[src/rtl/fetch_ctrl_pkg.sv]
// Shared types and constants for the fetch controller.
// Optional delay-slot mode is enabled by FETCH_CTRL_DELAY_SLOT_EN.
package fetch_ctrl_pkg;

    typedef enum logic {
        SEQ   = 1'b0,
        DSLOT = 1'b1
    } state_t;

    localparam logic [31:0] RESET_PC_DEF = 32'h0000_3000;
    localparam logic [31:0] EXC_VEC_DEF  = 32'h0000_4180;
    localparam int          IM_WORDS_DEF = 4096;

    localparam int ADDR_W = 32;
    // One extra bit so base + size cannot wrap at the top of the map.
    localparam int CHK_W  = ADDR_W + 1;

    function automatic logic [CHK_W-1:0] im_limit(
        input logic [ADDR_W-1:0] base,
        input int                words
    );
        return {1'b0, base} + (CHK_W'(words) << 2);
    endfunction

endpackage

[src/rtl/fetch_addr_chk.sv]
// Alignment and instruction-memory range check for one address.
// Used for both the current pc and the winning redirect target.
module fetch_addr_chk
    import fetch_ctrl_pkg::*;
#(
    parameter logic [ADDR_W-1:0] BASE  = RESET_PC_DEF,
    parameter int                WORDS = IM_WORDS_DEF
) (
    input  logic [ADDR_W-1:0] addr,
    output logic              ok
);

    logic [CHK_W-1:0] ext;
    logic [CHK_W-1:0] lim;
    logic             aligned;
    logic             in_range;

    assign ext      = {1'b0, addr};
    assign lim      = im_limit(BASE, WORDS);
    assign aligned  = (addr[1:0] == 2'b00);
    assign in_range = (addr >= BASE) && (ext < lim);
    assign ok       = aligned && in_range;

endmodule

[src/rtl/fetch_ctrl.sv]
// Fetch PC sequencer with exception, jump and branch redirects.
// Define FETCH_CTRL_DELAY_SLOT_EN for one-instruction delay-slot redirects.
module fetch_ctrl
    import fetch_ctrl_pkg::*;
#(
    parameter logic [31:0] RESET_PC = RESET_PC_DEF,
    parameter logic [31:0] EXC_VEC  = EXC_VEC_DEF,
    parameter int          IM_WORDS = IM_WORDS_DEF
) (
    input  logic        clk,
    input  logic        rst,
    input  logic        stall,
    input  logic        exc_req,
    input  logic        jr_req,
    input  logic [31:0] jr_target,
    input  logic        jmp_req,
    input  logic [31:0] jmp_target,
    input  logic        br_req,
    input  logic [31:0] br_target,
    output logic [31:0] pc,
    output logic [31:0] npc,
    output logic        fetch_valid,
    output logic        flush,
    output logic        addr_err
);

    state_t      state;
    state_t      state_n;
    logic [31:0] pend;
    logic [31:0] pend_n;
    logic        err_n;
    logic        red_req;
    logic [31:0] red_tgt;
    logic        tgt_ok;
    logic [31:0] pc_inc;

    fetch_addr_chk #(
        .BASE  (RESET_PC),
        .WORDS (IM_WORDS)
    ) u_pc_chk (
        .addr (pc),
        .ok   (fetch_valid)
    );

    fetch_addr_chk #(
        .BASE  (RESET_PC),
        .WORDS (IM_WORDS)
    ) u_tgt_chk (
        .addr (red_tgt),
        .ok   (tgt_ok)
    );

    assign pc_inc = pc + 32'd4;

    // Only the highest-priority control-transfer request is considered.
    always_comb begin
        red_req = 1'b0;
        red_tgt = '0;
        if (jr_req) begin
            red_req = 1'b1;
            red_tgt = jr_target;
        end else if (jmp_req) begin
            red_req = 1'b1;
            red_tgt = jmp_target;
        end else if (br_req) begin
            red_req = 1'b1;
            red_tgt = br_target;
        end
    end

    always_comb begin
        npc     = pc_inc;
        state_n = state;
        pend_n  = pend;
        err_n   = addr_err;
        flush   = 1'b0;
        if (exc_req) begin
            npc     = EXC_VEC;
            flush   = 1'b1;
            state_n = SEQ;
            pend_n  = '0;
        end else if (stall) begin
            npc = pc;
        end else if (state == DSLOT) begin
            // Redirects arriving in the delay slot are dropped.
            npc     = pend;
            state_n = SEQ;
            pend_n  = '0;
        end else if (red_req && !tgt_ok) begin
            npc   = EXC_VEC;
            flush = 1'b1;
            err_n = 1'b1;
        end else if (red_req) begin
`ifdef FETCH_CTRL_DELAY_SLOT_EN
            pend_n  = red_tgt;
            state_n = DSLOT;
`else
            npc   = red_tgt;
            flush = 1'b1;
`endif
        end
    end

    always_ff @(posedge clk or posedge rst) begin
        if (rst) begin
            pc       <= RESET_PC;
            state    <= SEQ;
            pend     <= '0;
            addr_err <= 1'b0;
        end else begin
            pc       <= npc;
            state    <= state_n;
            pend     <= pend_n;
            addr_err <= err_n;
        end
    end

endmodule
[config.mk]
export PLATFORM = sky130hd
export DESIGN_NAME = fetch_ctrl
export DESIGN_NICKNAME = d
export VERILOG_FILES = /design/src/rtl/fetch_ctrl_pkg.sv /design/src/rtl/fetch_addr_chk.sv /design/src/rtl/fetch_ctrl.sv
export SDC_FILE = /design/constraint.sdc
export NUM_CORES = 1
export LEC_CHECK = 0
export CAP_MARGIN = 15
export CELL_PAD_IN_SITES_DETAIL_PLACEMENT = 0
export CELL_PAD_IN_SITES_GLOBAL_PLACEMENT = 2
export CORE_ASPECT_RATIO = 1.2
export CORE_UTILIZATION = 19
export CTS_CLUSTER_DIAMETER = 50
export DETAILED_ROUTE_END_ITERATION = 8
export PLACE_DENSITY_LB_ADDON = 0.2
export SETUP_SLACK_MARGIN = 0.02
export SLEW_MARGIN = 15
export SYNTH_ARGS = -nofsm -noshare
export SYNTH_HDL_FRONTEND = slang
export SYNTH_SLANG_ARGS = --single-unit
[constraint.sdc]
create_clock -name clk -period 3.7 [get_ports clk]
set_clock_uncertainty 0.2 [all_clocks]
set_input_delay 0.74 -clock clk [delete_from_list [all_inputs] [get_ports clk]]
set_output_delay 0.74 -clock clk [all_outputs]
set_load 0.02 [all_outputs]
* Word level (Yosys, flattened, before mapping) *
Index checks and enable logic that the tools add are counted.

storage, ports and cells
  logic and storage cells = 45
  memories = 0
  flip-flop bits (word level) = 66
  latch bits = 0
  ROM bits = 0
  memory bits (writable) = 0

cells by class
  eq/ne operators = 1
  muxes and demuxes = 21
  add/subtract/negate cells = 1
  divide/modulo/power cells = 0
  shift operators = 0
  reduce and logical (&&, ||, !) cells = 11
  bitwise logic cells = 3
  $mul = 0
  magnitude comparators = 4

operator list
  cell                     number
  $mux W32                 11
  $ge A32 B14 Y1 const B   2
  $lt A32 B15 Y1 const B   2
  $add A32 B3 Y32 const B  1
  $mux W1                  10
  $logic_and A1 B1 Y1      5
  $logic_not A2 Y1         2
  $reduce_and A4 Y1        1
  $not A1 Y1               3
  $ne A2 B1 Y1 const B     1
  $reduce_and A2 Y1        1
  $reduce_bool A2 Y1       1
  $logic_not A1 Y1         1

* Depth between registers and ports, before layout *
  depth after elaboration = 12
  gate-level depth with buffers = 9

* By module *
From an unflattened synthesis, not the netlist that was laid out.

second synthesis, totals
  cells, all modules = 386
  area, all modules = 2876.5 um^2

by module, submodules not included
  module          area an instance (um^2)  seq. area each (um^2)  times used  cells an instance
  fetch_ctrl      2738.9                   828.3                  1           366
  fetch_addr_chk  68.8                     0.0                    2           10

* Worst setup path after synthesis *
Ideal clock, no wire load.

  path type = input-to-output
  start = input port jmp_target[0]
  end = output port npc[10]
  path slack = 0.120 ns
  buffers on the path = 1
  data arrival time = 2.640 ns
  stages = 7
  required time = 2.760 ns
  cells stage by stage = or4_1 > o21ai_1 > a31oi_1 > a211oi_4 > nand2_2 > buf_6 > o31ai_1

on the way
  word-level cells in the longest chain between the ends = 11
  elaborated cells on any way between the ends = 13

RTL lines
  item                                              RTL line              source
  start, declared                                   fetch_ctrl.sv:17      input logic [31:0] jmp_target,
  $mux W32 (*)                                      fetch_ctrl.sv:62      end else if (jmp_req) begin
  $mux W32 (*)                                      fetch_ctrl.sv:59      if (jr_req) begin
  $ge A32 B14 Y1 or $lt A32 B15 Y1 (tied branches)  fetch_addr_chk.sv:21  assign in_range = (addr >= BASE) && (ext < lim);
  $logic_and A1 B1 Y1                               fetch_addr_chk.sv:21
  $logic_and A1 B1 Y1 (*)                           fetch_addr_chk.sv:22  assign ok = aligned && in_range;
  $logic_not A1 Y1 (*)                              fetch_ctrl.sv:89      end else if (red_req && !tgt_ok) begin
  $logic_and A1 B1 Y1 (*)                           fetch_ctrl.sv:89
  $mux W32 (*)                                      fetch_ctrl.sv:89
  $mux W32 (*)                                      fetch_ctrl.sv:84      end else if (state == DSLOT) begin
  $mux W32 (*)                                      fetch_ctrl.sv:82      end else if (stall) begin
  $mux W32 (*)                                      fetch_ctrl.sv:77      if (exc_req) begin
  end, declared                                     fetch_ctrl.sv:21      output logic [31:0] npc,

Mark *: on every way between the ends. The rest lies on a longest branch, timed or not.

* Worst setup path in the final report *
  start = input port jmp_req
  end = output port npc[14]

on the way
  word-level cells in the longest chain between the ends = 11
  elaborated cells on any way between the ends = 16

RTL lines
  item                                              RTL line              source
  start, declared                                   fetch_ctrl.sv:16      input logic jmp_req,
  $mux W32                                          fetch_ctrl.sv:62
  $mux W32                                          fetch_ctrl.sv:59
  $ge A32 B14 Y1 or $lt A32 B15 Y1 (tied branches)  fetch_addr_chk.sv:21
  $logic_and A1 B1 Y1                               fetch_addr_chk.sv:21
  $logic_and A1 B1 Y1                               fetch_addr_chk.sv:22
  $logic_not A1 Y1                                  fetch_ctrl.sv:89
  $logic_and A1 B1 Y1                               fetch_ctrl.sv:89
  $mux W32 (*)                                      fetch_ctrl.sv:89
  $mux W32 (*)                                      fetch_ctrl.sv:84
  $mux W32 (*)                                      fetch_ctrl.sv:82
  $mux W32 (*)                                      fetch_ctrl.sv:77

Marks and branches as above.

==> flow_summary.json <==
{
  "die-area_um2": 15200,
  "clk_pin_slew_ns": 0.06,
  "die_w_um": 113,
  "powerDensity_nw_per_um2": 216,
  "synth_warnings": 0,
  "worst_path_max_delay_cell": "a2111o_1",
  "relSlewSlack_pct": 62.4,
  "tritoncts": "yes",
  "synth_edf_count": 0,
  "seq_area_frac_synth_pct": 29.6,
  "synth.top_cell.area_share_pct": 27.7,
  "vias_per_cell": 5.04,
  "crit_fanout": 6,
  "cts.sinks": 33,
  "cap_violations": 0,
  "ys_top_cells_by_area": "dfrtp_1, a21oi_1, o21ai_0, nand2_1, nor2_1",
  "yosysMostFrequentCell": "a21oi_1",
  "min_from": "addr_err",
  "syn-cell-area_um2": 2800,
  "synth-simple-area-share_pct": 27.3,
  "antenna_left": 0,
  "clockRootBuffer": "clkbuf_16",
  "grt_pass1_wl_um": 22100,
  "cpPeakStageDelay_ns": 0.47,
  "wirelength_um": 14400,
  "antennaDiodeCount": 0,
  "post-route-drc-count": 0,
  "synth_seq_cells": 33,
  "cts_hold_buf": 0,
  "synthesis.nets": 458,
  "dpl_cell_area_um2": 5100,
  "worstReg2RegStart": "pc[4]",
  "ctsLongestPathBuffers": 2,
  "crit_family": "compound AO/OA/AOI/OAI gates",
  "synth_fa_ha_area_share_pct": 0.893,
  "rsz0062_at_grt": "true",
  "io_buffer_count": 169,
  "num_vias": 3859,
  "wl_per_cell_um": 18.8,
  "synth_xor_area_share_pct": 3.75,
  "crit_chain": "buf_6 -> buf_8 -> a221o_1 -> a2111o_1 -> buf_4 -> nor4b_2 -> a211oi_1 -> a211o_1 -> buf_2",
  "grt_max_degree": 26,
  "drv_slew": 0,
  "grt_pass1_vias": 4058,
  "synth_ff_type": "dfrtp_1",
  "ys_async_sr_fraction_pct": 100,
  "cp.buffers_inverters": 4,
  "total_power_w": 0.00124,
  "fmax_mhz": 275,
  "crit_type": "in2out",
  "synth_compound_area_share_pct": 31.5,
  "design.core.area_um2": 14400,
  "finalHoldViolCount": 0,
  "worstReg2RegEnd": "pc[11]",
  "startpoint_type": "input port",
  "dpl.cell_count": 738,
  "setup_viol": 0,
  "syn_inst": 353,
  "grt.total_usage_pct": 18.9,
  "grt_antenna_before_repair": 0,
  "clock_latency_ns": 0.28,
  "synth_mux_area_share_pct": 0.759,
  "ir_worst_vdd_mv": 0.138,
  "cp.arrival_ns": 2.69,
  "hold_class": "reg2reg",
  "final_nets": 694,
  "drive_above_1_share_pct": 30.8,
  "drtIter0Drc": 137,
  "drtPass1Iterations": 4,
  "grt-ovfl-total": 0,
  "yosys.area.top_type": "dfrtp_1",
  "worstHoldPathCells": 1,
  "setup_tns_ns": 0,
  "area_delta_synth_final_pct": 105,
  "dpl.hpwl_um": 11300,
  "gp_congestion": 0.801,
  "avgSynthCellArea_um2": 7.94,
  "initial_core_util_pct": 19.4,
  "tightest_slew_ns": 0.564,
  "cts_buffers": 5,
  "cp_data_required_time_ns": 2.76,
  "yosys-top-cells-count": "a21oi_1, dfrtp_1, nand2_1, nor2_1, o21ai_0",
  "period_minus_slack_ns": 3.63,
  "r2r_cells": 8,
  "io_pins": 170,
  "fin_cells": 765,
  "holdWs_ns": 0.272,
  "status": "completed",
  "reg2reg_setup_slack_ns": 1.22,
  "die_h_um": 135,
  "fp-row-count": 48,
  "fin_crit_sh_pct": 98.2,
  "post-route-cell-area_um2": 5740,
  "worst_hold_path.endpoint": "addr_err",
  "synth_top_family_by_area": "compound AO/OA/AOI/OAI gates",
  "synth_cell_types": 66,
  "htreeDepth": 2,
  "p_leak_nw": 2.30,
  "end_kind": "output port"
}
[where the power goes]
group	switching, W	total [W]	internal, W
Sequential	0.00000447	0.000370	0.000365
Clock	0.000166	0.000503	0.000337
Combinational	0.000163	0.000364	0.000201
Total	0.000334	0.00124	0.000903
[sequential cells by signal, summed over array words and instances, names as in the netlist]
register	flops
addr_err	1
pc	32
[per-layer routing]
metal,wire length [um],global-route usage (%)
met1,5450,19.9
met2,7700,36.8
met3,967,4.44
met4,233,5.48
met5,0,0
[logic make-up (layout without fill, tap and decap cells)]
group                      after synthesis  after routing
buffers and inverters                   37            273
AOI/OAI and AO/OA                      127            127
muxes                                    2              2
DFF                                     33             33
and+or+nand+nor                        140            141
xor gates and xnor gates                12             12
adders and majority gates                2              2
[per-stage QoR]
step / util [%] / setup WS (ns)
CTS: 38.8 / 0.0164
finish: 39.8 / 0.0662
floorplan: - / 0.120
global placement: 35.4 / -1.17
global route: 39.8 / -0.0134
detailed placement: 35.4 / -1.18
[area by class of cell]
| class | instances | area, um2 |
|---|---|---|
| clock inverter | 1 | 30.0 |
| fill | 1512 | 8680 |
| inverter | 12 | 47.5 |
| timing repair buffer | 253 | 2320 |
| multi-input combinational | 284 | 2150 |
| clock buffer | 7 | 143 |
| tap | 175 | 219 |
| sequential | 33 | 828 |
[timing repair]
item	CTS	global route
pin swaps	32	16
cloned	3	1
endpoints found under the setup margin	33	27
resized for setup	211	32
buffers inserted	8	7
[how the worst max path moves through the flow]
stage / start / to / slack [ns] / cells past startpoint
finish: jmp_req / npc[14] / 0.07 / 9
global route: jmp_target[12] / npc[13] / -0.01 / 11
CTS: br_target[1] / npc[13] / 0.02 / 11
detailed placement: jr_req / npc[11] / -1.18 / 8
global placement: jr_req / npc[12] / -1.17 / 9
floorplan: jmp_target[0] / npc[10] / 0.12 / 7
[cell usage in the layout (no fill, tap or decap), drive strengths merged, types with 7 or more instances in the layout]
master	Yosys	routed
nor4	8	8
o31ai	7	7
inv	11	11
dfrtp	31	31
nand2	31	32
nor3	11	11
nand4	8	8
a21oi	32	32
a31oi	7	7
nor2	30	30
nand3b	8	8
clkdlybuf4s15	0	7
nand3	15	15
o21ai	25	25
a221oi	8	8
buf	14	109
clkbuf	11	13
clkdlybuf4s50	0	113
dlygate4sd2	0	14
Power figures use the tool's default switching activity.
